$ cat config.mk
export PLATFORM = sky130hd
export DESIGN_NAME = ahb_lite_master
export DESIGN_NICKNAME = d
export VERILOG_FILES = /design/src/rtl/ahb_lite_master.sv
export SDC_FILE = /design/constraint.sdc
export NUM_CORES = 1
export LEC_CHECK = 0
export CAP_MARGIN = 20
export CORE_MARGIN = 2
export CORE_UTILIZATION = 45
export CTS_BUF_LIST = sky130_fd_sc_hd__clkbuf_4 sky130_fd_sc_hd__clkbuf_8
export CTS_CLUSTER_DIAMETER = 100
export DETAILED_ROUTE_END_ITERATION = 8
export GPL_TIMING_DRIVEN = 0
export PLACE_DENSITY = 0.82
export RECOVER_POWER = 25
export SLEW_MARGIN = 20
export SYNTH_ARGS = -nofsm -noshare
export SYNTH_HDL_FRONTEND = slang
export SYNTH_SLANG_ARGS = --single-unit
export TNS_END_PERCENT = 5
$ cat constraint.sdc
create_clock -name HCLK -period 1.55 [get_ports HCLK]
set_input_delay 0.31 -clock HCLK [delete_from_list [all_inputs] [get_ports HCLK]]
set_output_delay 0.31 -clock HCLK [all_outputs]
set_load 0.05 [all_outputs]
$ cat src/rtl/ahb_lite_master.sv
// ahb_lite_master: turns a valid/ready command stream into single NONSEQ AHB-Lite transfers.
// Latency: accept at edge N, address phase after N, data phase after N+1, rsp_valid after N+2 (plus wait states).
// Backpressure: cmd_ready follows HREADY directly; responses cannot be stalled.
//
// Ports:
//   HCLK, HRESETn         clock, asynchronous active-low reset
//   cmd_*                 command stream (write, byte address, size, right-aligned write data)
//   rsp_*                 one-cycle completion pulse with direction, read data and error flag
//   busy                  address or data phase outstanding
//   H*                    AHB-Lite master signals (address phase, write data, slave response)
module ahb_lite_master #(
    parameter logic [3:0] HPROT_VAL = 4'b0011
) (
    input  logic        HCLK,
    input  logic        HRESETn,
    input  logic        cmd_valid,
    output logic        cmd_ready,
    input  logic        cmd_write,
    input  logic [31:0] cmd_addr,
    input  logic [1:0]  cmd_size,
    input  logic [31:0] cmd_wdata,
    output logic        rsp_valid,
    output logic        rsp_write,
    output logic [31:0] rsp_rdata,
    output logic        rsp_error,
    output logic        busy,
    output logic [31:0] HADDR,
    output logic [1:0]  HTRANS,
    output logic        HWRITE,
    output logic [2:0]  HSIZE,
    output logic [2:0]  HBURST,
    output logic [3:0]  HPROT,
    output logic [31:0] HWDATA,
    input  logic        HREADY,
    input  logic [31:0] HRDATA,
    input  logic        HRESP
);

    localparam logic [1:0] TRANS_IDLE   = 2'b00;
    localparam logic [1:0] TRANS_NONSEQ = 2'b10;

    logic        w_accept;
    logic [1:0]  w_size;
    logic [31:0] w_addr_aligned;
    logic [31:0] w_wdata_rep;

    logic [31:0] r_haddr;
    logic [1:0]  r_htrans;
    logic        r_hwrite;
    logic [2:0]  r_hsize;
    logic [31:0] r_hwdata;
    logic [31:0] r_wdata_q;     // lane-replicated write data waiting for its data phase
    logic        r_dp_valid;    // a transfer occupies the data phase
    logic        r_dp_write;
    logic        r_rsp_valid;
    logic        r_rsp_write;
    logic [31:0] r_rsp_rdata;
    logic        r_rsp_error;

    // A stalled bus freezes every pipeline stage, so nothing new can be taken.
    assign cmd_ready = HREADY;
    assign w_accept  = cmd_valid & HREADY;

    // Size 3 has no meaning on a 32-bit bus; treat it as a word.
    assign w_size = (cmd_size == 2'd3) ? 2'd2 : cmd_size;

    // Align the address to the transfer size and copy the data onto every
    // lane so the slave finds it on whichever byte lanes HADDR selects.
    always_comb begin
        w_addr_aligned = cmd_addr;
        w_wdata_rep    = cmd_wdata;
        case (w_size)
            2'd0: begin
                w_wdata_rep = {4{cmd_wdata[7:0]}};
            end
            2'd1: begin
                w_addr_aligned = {cmd_addr[31:1], 1'b0};
                w_wdata_rep    = {2{cmd_wdata[15:0]}};
            end
            default: begin
                w_addr_aligned = {cmd_addr[31:2], 2'b00};
            end
        endcase
    end

    // Address phase, data phase and completion all advance on the same
    // HREADY edge, which is what sustains one transfer per cycle.
    always_ff @(posedge HCLK or negedge HRESETn) begin
        if (!HRESETn) begin
            r_haddr     <= '0;
            r_htrans    <= TRANS_IDLE;
            r_hwrite    <= 1'b0;
            r_hsize     <= '0;
            r_hwdata    <= '0;
            r_wdata_q   <= '0;
            r_dp_valid  <= 1'b0;
            r_dp_write  <= 1'b0;
            r_rsp_valid <= 1'b0;
            r_rsp_write <= 1'b0;
            r_rsp_rdata <= '0;
            r_rsp_error <= 1'b0;
        end else begin
            r_rsp_valid <= HREADY & r_dp_valid;
            if (HREADY) begin
                // Address phase: on idle cycles only HTRANS changes.
                if (w_accept) begin
                    r_htrans  <= TRANS_NONSEQ;
                    r_haddr   <= w_addr_aligned;
                    r_hwrite  <= cmd_write;
                    r_hsize   <= {1'b0, w_size};
                    r_wdata_q <= w_wdata_rep;
                end else begin
                    r_htrans  <= TRANS_IDLE;
                end

                // Address phase moves into the data phase.
                r_dp_valid <= (r_htrans == TRANS_NONSEQ);
                r_dp_write <= r_hwrite;
                if ((r_htrans == TRANS_NONSEQ) && r_hwrite) begin
                    r_hwdata <= r_wdata_q;
                end

                // Data phase completes.
                if (r_dp_valid) begin
                    r_rsp_write <= r_dp_write;
                    r_rsp_error <= HRESP;
                    r_rsp_rdata <= r_dp_write ? 32'd0 : HRDATA;
                end
            end
        end
    end

    assign HADDR     = r_haddr;
    assign HTRANS    = r_htrans;
    assign HWRITE    = r_hwrite;
    assign HSIZE     = r_hsize;
    assign HWDATA    = r_hwdata;
    assign HBURST    = 3'b000;
    assign HPROT     = HPROT_VAL;
    assign rsp_valid = r_rsp_valid;
    assign rsp_write = r_rsp_write;
    assign rsp_rdata = r_rsp_rdata;
    assign rsp_error = r_rsp_error;
    assign busy      = (r_htrans == TRANS_NONSEQ) | r_dp_valid;

endmodule

==> flow_metrics.tcl, run 1 <==
set metrics [dict create \
    run_status "complete, but fails checks" \
    failed_checks "negative setup slack" \
    multi_input_logic_area_um2 2070 \
    fillCellCount 914 \
    antenna_violating_nets_post_route 0 \
    cp_data_arrival_time_ns 1.26 \
    die_x_um 116 \
    hold_path_class "input pin to flip-flop" \
    powerDensity_nw_per_um2 1520 \
    first_pass_grt_wire_length_mm 23.0 \
    met2_usage 0.380 \
    critPathMaxFanout 3 \
    initial_utilization 0.457 \
    clock_tree_from_tritoncts "built" \
    peak_supply_drop_mv 0.807 \
    critical-path-max-stage-delay_ns 0.43 \
    final_layout_size_suffix_gt1_frac 0.351 \
    global_route.usage.met3 0.0851 \
    detail_route.wl_per_cell_um 17.6 \
    design.core.area_um2 12500 \
    timing.final.crit_period_ns 1.57 \
    final_hold_viol_count 0 \
    gr_layer_usage_met1 0.265 \
    clockBufferDepth 2 \
    antenna_found_initial 0 \
    grt_busiest_layer "met2" \
    timing.final.max_slew_violations 0 \
    placed_cells 832 \
    r2r_setup_slack_ns 0.08 \
    maxCapViolCount 0 \
    detailed_route_iter0_violations 186 \
    endpoint_kind "primary output" \
    synthesized_instance_count 446 \
    wl_mm 15.2 \
    critPathSlowestCell "sky130_fd_sc_hd__dfrtp_2" \
    critPathBufInv 1 \
    synth_flop_cell "sky130_fd_sc_hd__dfrtp_1" \
    synthesized_area_per_cell_um2 12.8 \
    io_buffers 206 \
    synth_enable_flop_cells 0 \
    pin_count_of_the_biggest_net_entering_global_routing 79 \
    regArea_um2 3430 \
    detailed_place_hpwl_mm 11.1 \
    cts_buffers 17 \
    maxSlewHeadroom 0.431 \
    fin_crit_sh 1.01 \
    cts.root.buffer_cell "sky130_fd_sc_hd__clkbuf_8" \
    power_leakage_nw 3.81 \
    post_layout_nonfiller_instances 865 \
    timing_worst_slew_pin_value_ns 0.854 \
    synth_commonest_cells "sky130_fd_sc_hd__dfrtp_1 (137), sky130_fd_sc_hd__nand2_1 (61), sky130_fd_sc_hd__o21ai_0 (58)" \
    grtUsageTotal 0.229 \
    clock_sink_count 137 \
    synth_largest_type_area_fraction 0.602 \
    startpoint_type "flip-flop" \
    clock_insertion_delay_worst_skew_ns 0.44 \
    layout.nets 785 \
    area_delta_synth_final_pct 48.4 \
    fmax_mhz 637 \
    synth_area_leaders "sky130_fd_sc_hd__dfrtp_1 (60%), sky130_fd_sc_hd__mux2_2 (11%), sky130_fd_sc_hd__mux2_4 (5.3%)" \
    crit_type "flip-flop to primary output" \
    yosysWarnings 0 \
    dr_vias 4256 \
    die_h_um 116 \
    clock_skew_ns 0.00654 \
    grt_setup_unrepaired "yes" \
    grt_pass1_vias 4354 \
    synth.distinct_cells 22 \
    ys_seq_area_frac 0.602 \
    die-area_um2 13600 \
    leading_cell_type_by_number_of_instances_after_synthesis "sky130_fd_sc_hd__dfrtp_1" \
    routabilityCongestion 0.824 \
    post-place-ws_ns -0.743 \
    vias_per_cell 4.92 \
    drc_errors 0 \
    required_ns 1.24 \
    ant_cells 0 \
    synth.largest_area_cell "sky130_fd_sc_hd__dfrtp_1" \
    path_clk_slew_ns 0.07 \
    postLayoutSetupSlackWorst_ns -0.0196 \
    core.rowCount 41 \
    postSynthRegisterBits 137 \
    timing.final.setup_violations 1 \
    postSynth.asyncResetShare 1.00 \
    area_of_the_mapped_netlist_um2 5690 \
    drt_pass1_iterations 6 \
    overflow 0 \
    ios 218 \
    crit_path_cell_trace "or2_4 > buf_8" \
    cts_htree_levels 4 \
    critical_path.top_delay_family "flip-flops" \
]
## kinds of logic after synthesis
| logic type | after synthesis | synth area share |
|---|---|---|
| buffers and inverters | 39 | 0.0393 |
| and+or+nand+nor | 100 | 0.0848 |
| other | 2 | 0.00132 |
| muxes | 106 | 0.218 |
| AOI/OAI and AO/OA | 62 | 0.0547 |
| DFF | 137 | 0.602 |
## power breakdown
| group | internal [mW] | total [mW] | leakage (nW) | switching, mW |
|---|---|---|---|---|
| Clock | 1.43 | 2.76 | 0.196 | 1.33 |
| Sequential | 4.38 | 4.83 | 1.69 | 0.451 |
| Combinational | 1.80 | 5.29 | 1.93 | 3.49 |
## repair_timing
action | CTS | global route
hold buffers | 1 | 0
buffers inserted | 1 | 0
resized for setup | 335 | 22
endpoints found under the setup margin | 111 | 16
hold endpoints to repair | 59 | 0
## per-layer routing
layer / vias up / wire length, µm
li1: 1965 / -
met2: 188 / 7390
met3: 31 / 1400
met1: 2072 / 6000
met4: 0 / 388
met5: - / 0
## tightest hold or removal path, stage by stage
cell and delay, ns:
sky130_fd_sc_hd__buf_2 0.19, sky130_fd_sc_hd__nand2b_1 0.10, sky130_fd_sc_hd__o21ai_0 0.06
## final cells by class
| class | count | share of cell area |
|---|---|---|
| buffer | 37 | 0.0255 |
| clock buffer | 23 | 0.0352 |
| clock inverter | 8 | 0.00844 |
| inverter | 2 | 0.000888 |
| multi-input combinational | 277 | 0.245 |
| sequential | 137 | 0.406 |
| tap | 172 | 0.0255 |
| timing repair buffer | 209 | 0.254 |
## placed cells by master (no fill, tap or decap), types with 2 or more instances in the layout
cell and instances:
sky130_fd_sc_hd__o21ai_0 58, sky130_fd_sc_hd__dfrtp_1 136, sky130_fd_sc_hd__buf_4 12, sky130_fd_sc_hd__nand2b_1 34, sky130_fd_sc_hd__clkinv_2 5, sky130_fd_sc_hd__inv_1 2, sky130_fd_sc_hd__nand2_1 62, sky130_fd_sc_hd__conb_1 9
sky130_fd_sc_hd__a21oi_1 2, sky130_fd_sc_hd__clkdlybuf4s15_2 85, sky130_fd_sc_hd__mux2_1 8, sky130_fd_sc_hd__clkbuf_4 4, sky130_fd_sc_hd__clkdlybuf4s50_1 99, sky130_fd_sc_hd__clkdlybuf4s18_2 6, sky130_fd_sc_hd__clkbuf_2 2, sky130_fd_sc_hd__mux2_4 20
sky130_fd_sc_hd__clkbuf_8 20, sky130_fd_sc_hd__buf_6 3, sky130_fd_sc_hd__mux2_2 55, sky130_fd_sc_hd__mux2i_1 23, sky130_fd_sc_hd__clkbuf_1 13, sky130_fd_sc_hd__buf_2 22
## per-stage QoR
stage	TNS [ns]	power (mW)	hold WS, ns	cell area (µm²)	util
after global routing	-1.30	13.4	0.271	8450	0.678
after CTS	-0.163	13.0	0.236	8520	0.684
after detailed placement	-52.47	10.4	0.275	8030	0.644
after global placement	-738.62	10.3	0.458	8000	0.642
final	-0.0196	12.9	0.260	8450	0.678
after floorplan	0	8.29	0.0144	5720	-
## sequential cells by signal, summed over array words and instances, names as in the netlist, 2 cells and up
signal,cells
HADDR,32
HSIZE,2
HWDATA,32
r_wdata_q,32
rsp_rdata,32
## worst paths after layout
check | from | end | cells after the start
max | HTRANS[1]$_DFFE_PN0P_ | busy | 2
min | cmd_size[0] | HSIZE[0]$_DFFE_PN0P_ | 3
max reg2reg | HTRANS[1]$_DFFE_PN0P_ | HWDATA[2]$_DFFE_PN0P_ | 4
min reg2reg | r_wdata_q[26]$_DFFE_PN0P_ | r_wdata_q[26]$_DFFE_PN0P_ | 2
max in group asynchronous | HRESETn | r_wdata_q[26]$_DFFE_PN0P_ | 3
min in group asynchronous | HRESETn | rsp_rdata[28]$_DFFE_PN0P_ | 2
Note: power is estimated with default switching activity, not from simulation.
==> run 2: changes to the inputs <==
--- a/config.mk
+++ b/config.mk
@@ -10,6 +10,7 @@
 export CORE_UTILIZATION = 45
 export CTS_BUF_LIST = sky130_fd_sc_hd__clkbuf_4 sky130_fd_sc_hd__clkbuf_8
 export CTS_CLUSTER_DIAMETER = 100
+export CTS_CLUSTER_SIZE = 16
 export DETAILED_ROUTE_END_ITERATION = 8
 export GPL_TIMING_DRIVEN = 0
 export PLACE_DENSITY = 0.82
==> results of run 2 <==
Same layout as run 1: the final DEF is identical, and so are final timing and power.
==> run 3: changes to the inputs <==
--- a/config.mk
+++ b/config.mk
@@ -5,15 +5,15 @@
 export SDC_FILE = /design/constraint.sdc
 export NUM_CORES = 1
 export LEC_CHECK = 0
+export ABC_CLOCK_PERIOD_IN_PS = 1550
 export CAP_MARGIN = 20
 export CORE_MARGIN = 2
-export CORE_UTILIZATION = 45
-export CTS_BUF_LIST = sky130_fd_sc_hd__clkbuf_4 sky130_fd_sc_hd__clkbuf_8
+export CORE_UTILIZATION = 44
 export CTS_CLUSTER_DIAMETER = 100
 export CTS_CLUSTER_SIZE = 16
 export DETAILED_ROUTE_END_ITERATION = 8
 export GPL_TIMING_DRIVEN = 0
-export PLACE_DENSITY = 0.82
+export PLACE_DENSITY = 0.8
 export RECOVER_POWER = 25
 export SLEW_MARGIN = 20
 export SYNTH_ARGS = -nofsm -noshare
==> run 3 against run 2 <==
The run now ends clean. First-iteration DRC count grew 21%. Global-route usage shrank 0.76 points. Combinational power increased by 0.8%. Largest cell class unchanged. Highest routed layer unchanged.
==> flow_metrics.tcl, run 3 (synthesized netlist as in run 1, its figures left out) <==
set metrics [dict create \
    r2r_setup_slack_ns 0.11 \
    critPathSlowestCell "sky130_fd_sc_hd__clkdlybuf4s15_2" \
    initial_utilization 0.451 \
    die_h_um 118 \
    cts_htree_levels 4 \
    crit_type "flip-flop to primary output" \
    post_layout_nonfiller_instances 866 \
    min_from "cmd_size[0]" \
    detailed_place_hpwl_mm 10.7 \
    pin_count_of_the_biggest_net_entering_global_routing 89 \
    hold-path-cell-count 3 \
    power_mw 13.8 \
    clock_tree_from_tritoncts "built" \
    dr_vias 4251 \
    drt_pass1_iterations 4 \
    timing.final.max_slew_violations 0 \
    core.rowCount 41 \
    detailed_route_iter0_violations 225 \
    fmax_mhz 663 \
    overflow 0 \
    design.core.area_um2 12600 \
    grt_setup_unrepaired "no" \
    clockBufferDepth 2 \
    setup-tns-final_ns 0 \
    r2r.worst_path.cells 4 \
    critical_path.top_delay_family "buffers and inverters" \
    hold_path_class "input pin to flip-flop" \
    startpoint_type "flip-flop" \
    timing.final.crit_period_ns 1.51 \
    final_layout_size_suffix_gt1_frac 0.350 \
    die_x_um 118 \
    area_delta_synth_final_pct 53.1 \
    routabilityCongestion 0.825 \
    run_status "completed" \
    endpoint_kind "primary output" \
    final_hold_viol_count 0 \
    postLayoutSetupSlackWorst_ns 0.0412 \
    placed_cells 832 \
    path_clk_slew_ns 0.06 \
    worstReg2RegStart "HTRANS[1]$_DFFE_PN0P_" \
    critPathBufInv 1 \
    layout.nets 786 \
    wl_mm 14.6 \
    critPathMaxFanout 4 \
    required_ns 1.24 \
    grt_pass1_vias 4654 \
    ios 218 \
    timing.final.setup_violations 0 \
    grtUsageTotal 0.221 \
    fin_crit_sh 0.973 \
    antenna_violating_nets_post_route 0 \
    clock_insertion_delay_worst_skew_ns 0.41 \
    vias_per_cell 4.91 \
    powerDensity_nw_per_um2 1590 \
    most_frequent_cells_in_the_layout "sky130_fd_sc_hd__dfrtp_1 (137), sky130_fd_sc_hd__clkdlybuf4s15_2 (103), sky130_fd_sc_hd__clkdlybuf4s50_1 (99), sky130_fd_sc_hd__nand2_1 (61), sky130_fd_sc_hd__o21ai_0 (58)" \
    clock_sink_count 137 \
    power_leakage_nw 3.89 \
    final_core_util 0.691 \
    peak_supply_drop_mv 0.936 \
    antenna_found_initial 0 \
    clock_skew_ns 0.00792 \
    maxCapViolCount 0 \
    ant_cells 0 \
    whs_endpoint "HSIZE[0]$_DFFE_PN0P_" \
    post-place-ws_ns -0.741 \
    critical-path-max-stage-delay_ns 0.40 \
    cts_buffers 17 \
    crit_path_cell_trace "clkdlybuf4s15_2" \
    drc_errors 0 \
    critical_path.reg2reg.endpoint "HWDATA[9]$_DFFE_PN0P_" \
    die-area_um2 13900 \
    first_pass_grt_wire_length_mm 23.9 \
    io_buffers 206 \
    cp_data_arrival_time_ns 1.20 \
    leading_cell_type_in_the_layout_fill_and_taps_excluded "sky130_fd_sc_hd__dfrtp_1" \
    detail_route.wl_per_cell_um 16.9 \
    cts.root.buffer_cell "sky130_fd_sc_hd__clkbuf_16" \
]
==> run 3: cell count changes in the layout (fill, tap and decap cells not counted), sizes merged <==
cell and delta:
bufinv -1, clkinv -2, clkdlybuf4s15 +18, clkdlybuf4s18 -6, clkbuf +2, clkinvlp +2
buf -12
==> run 3: per-stage QoR <==
stage	cell area [µm²]	hold WS, ns
detailed placement	8030	0.240
floorplan	5720	0.0144
global placement	8000	0.459
global route	8720	0.342
CTS	8740	0.286
finish	8720	0.300
==> run 3: how the worst max path moves through the flow <==
stage	startpoint	end	slack [ns]	cells after the start
floorplan	HTRANS[1]$_DFFE_PN0P_	HWDATA[4]$_DFFE_PN0P_	0.06	3
global placement	HRESETn	HADDR[17]$_DFFE_PN0P_	-5.04	1
detailed placement	HREADY	cmd_ready	-0.74	3
CTS	HWDATA[16]$_DFFE_PN0P_	HWDATA[16]	-0.08	1
global route	HTRANS[1]$_DFFE_PN0P_	busy	0.004	2
finish	HWRITE$_DFFE_PN0P_	HWRITE	0.04	1
==> run 3: report_power, final <==
group / switching [mW] / internal [mW]
clock network: 1.44 / 2.24
registers: 0.440 / 4.39
logic: 3.49 / 1.84
==> run 3: routing by layer <==
metal	vias to the layer above	routed length (µm)	global-route usage
li1	1970	-	-
met1	2086	6060	0.270
met2	172	7130	0.366
met3	23	1200	0.0746
met4	0	252	0.0821
met5	-	0	0
==> run 3: cell type report <==
type | instances | area [µm²]
tap | 172 | 215
multi-input combinational | 277 | 2070
timing repair buffer | 210 | 2240
buffer | 37 | 211
fill | 937 | 3900
inverter | 2 | 7.51
sequential | 137 | 3430
clock buffer | 24 | 502
clock inverter | 7 | 42.5
==> run 3: what timing repair did <==
action / in CTS / in global routing
hold buffers: 1 / 0
endpoints found under the hold margin: 49 / 0
resized for setup: 322 / 4
buffers inserted: 2 / 0
endpoints found under the setup margin: 126 / 5
==> run 3: worst reg2reg max path, stage by stage, from the launching register on <==
cell and delay [ns]:
sky130_fd_sc_hd__dfrtp_1 0.40, sky130_fd_sc_hd__clkbuf_1 0.14, sky130_fd_sc_hd__nand3_2 0.13, sky130_fd_sc_hd__buf_2 0.29, sky130_fd_sc_hd__mux2_2 0.37
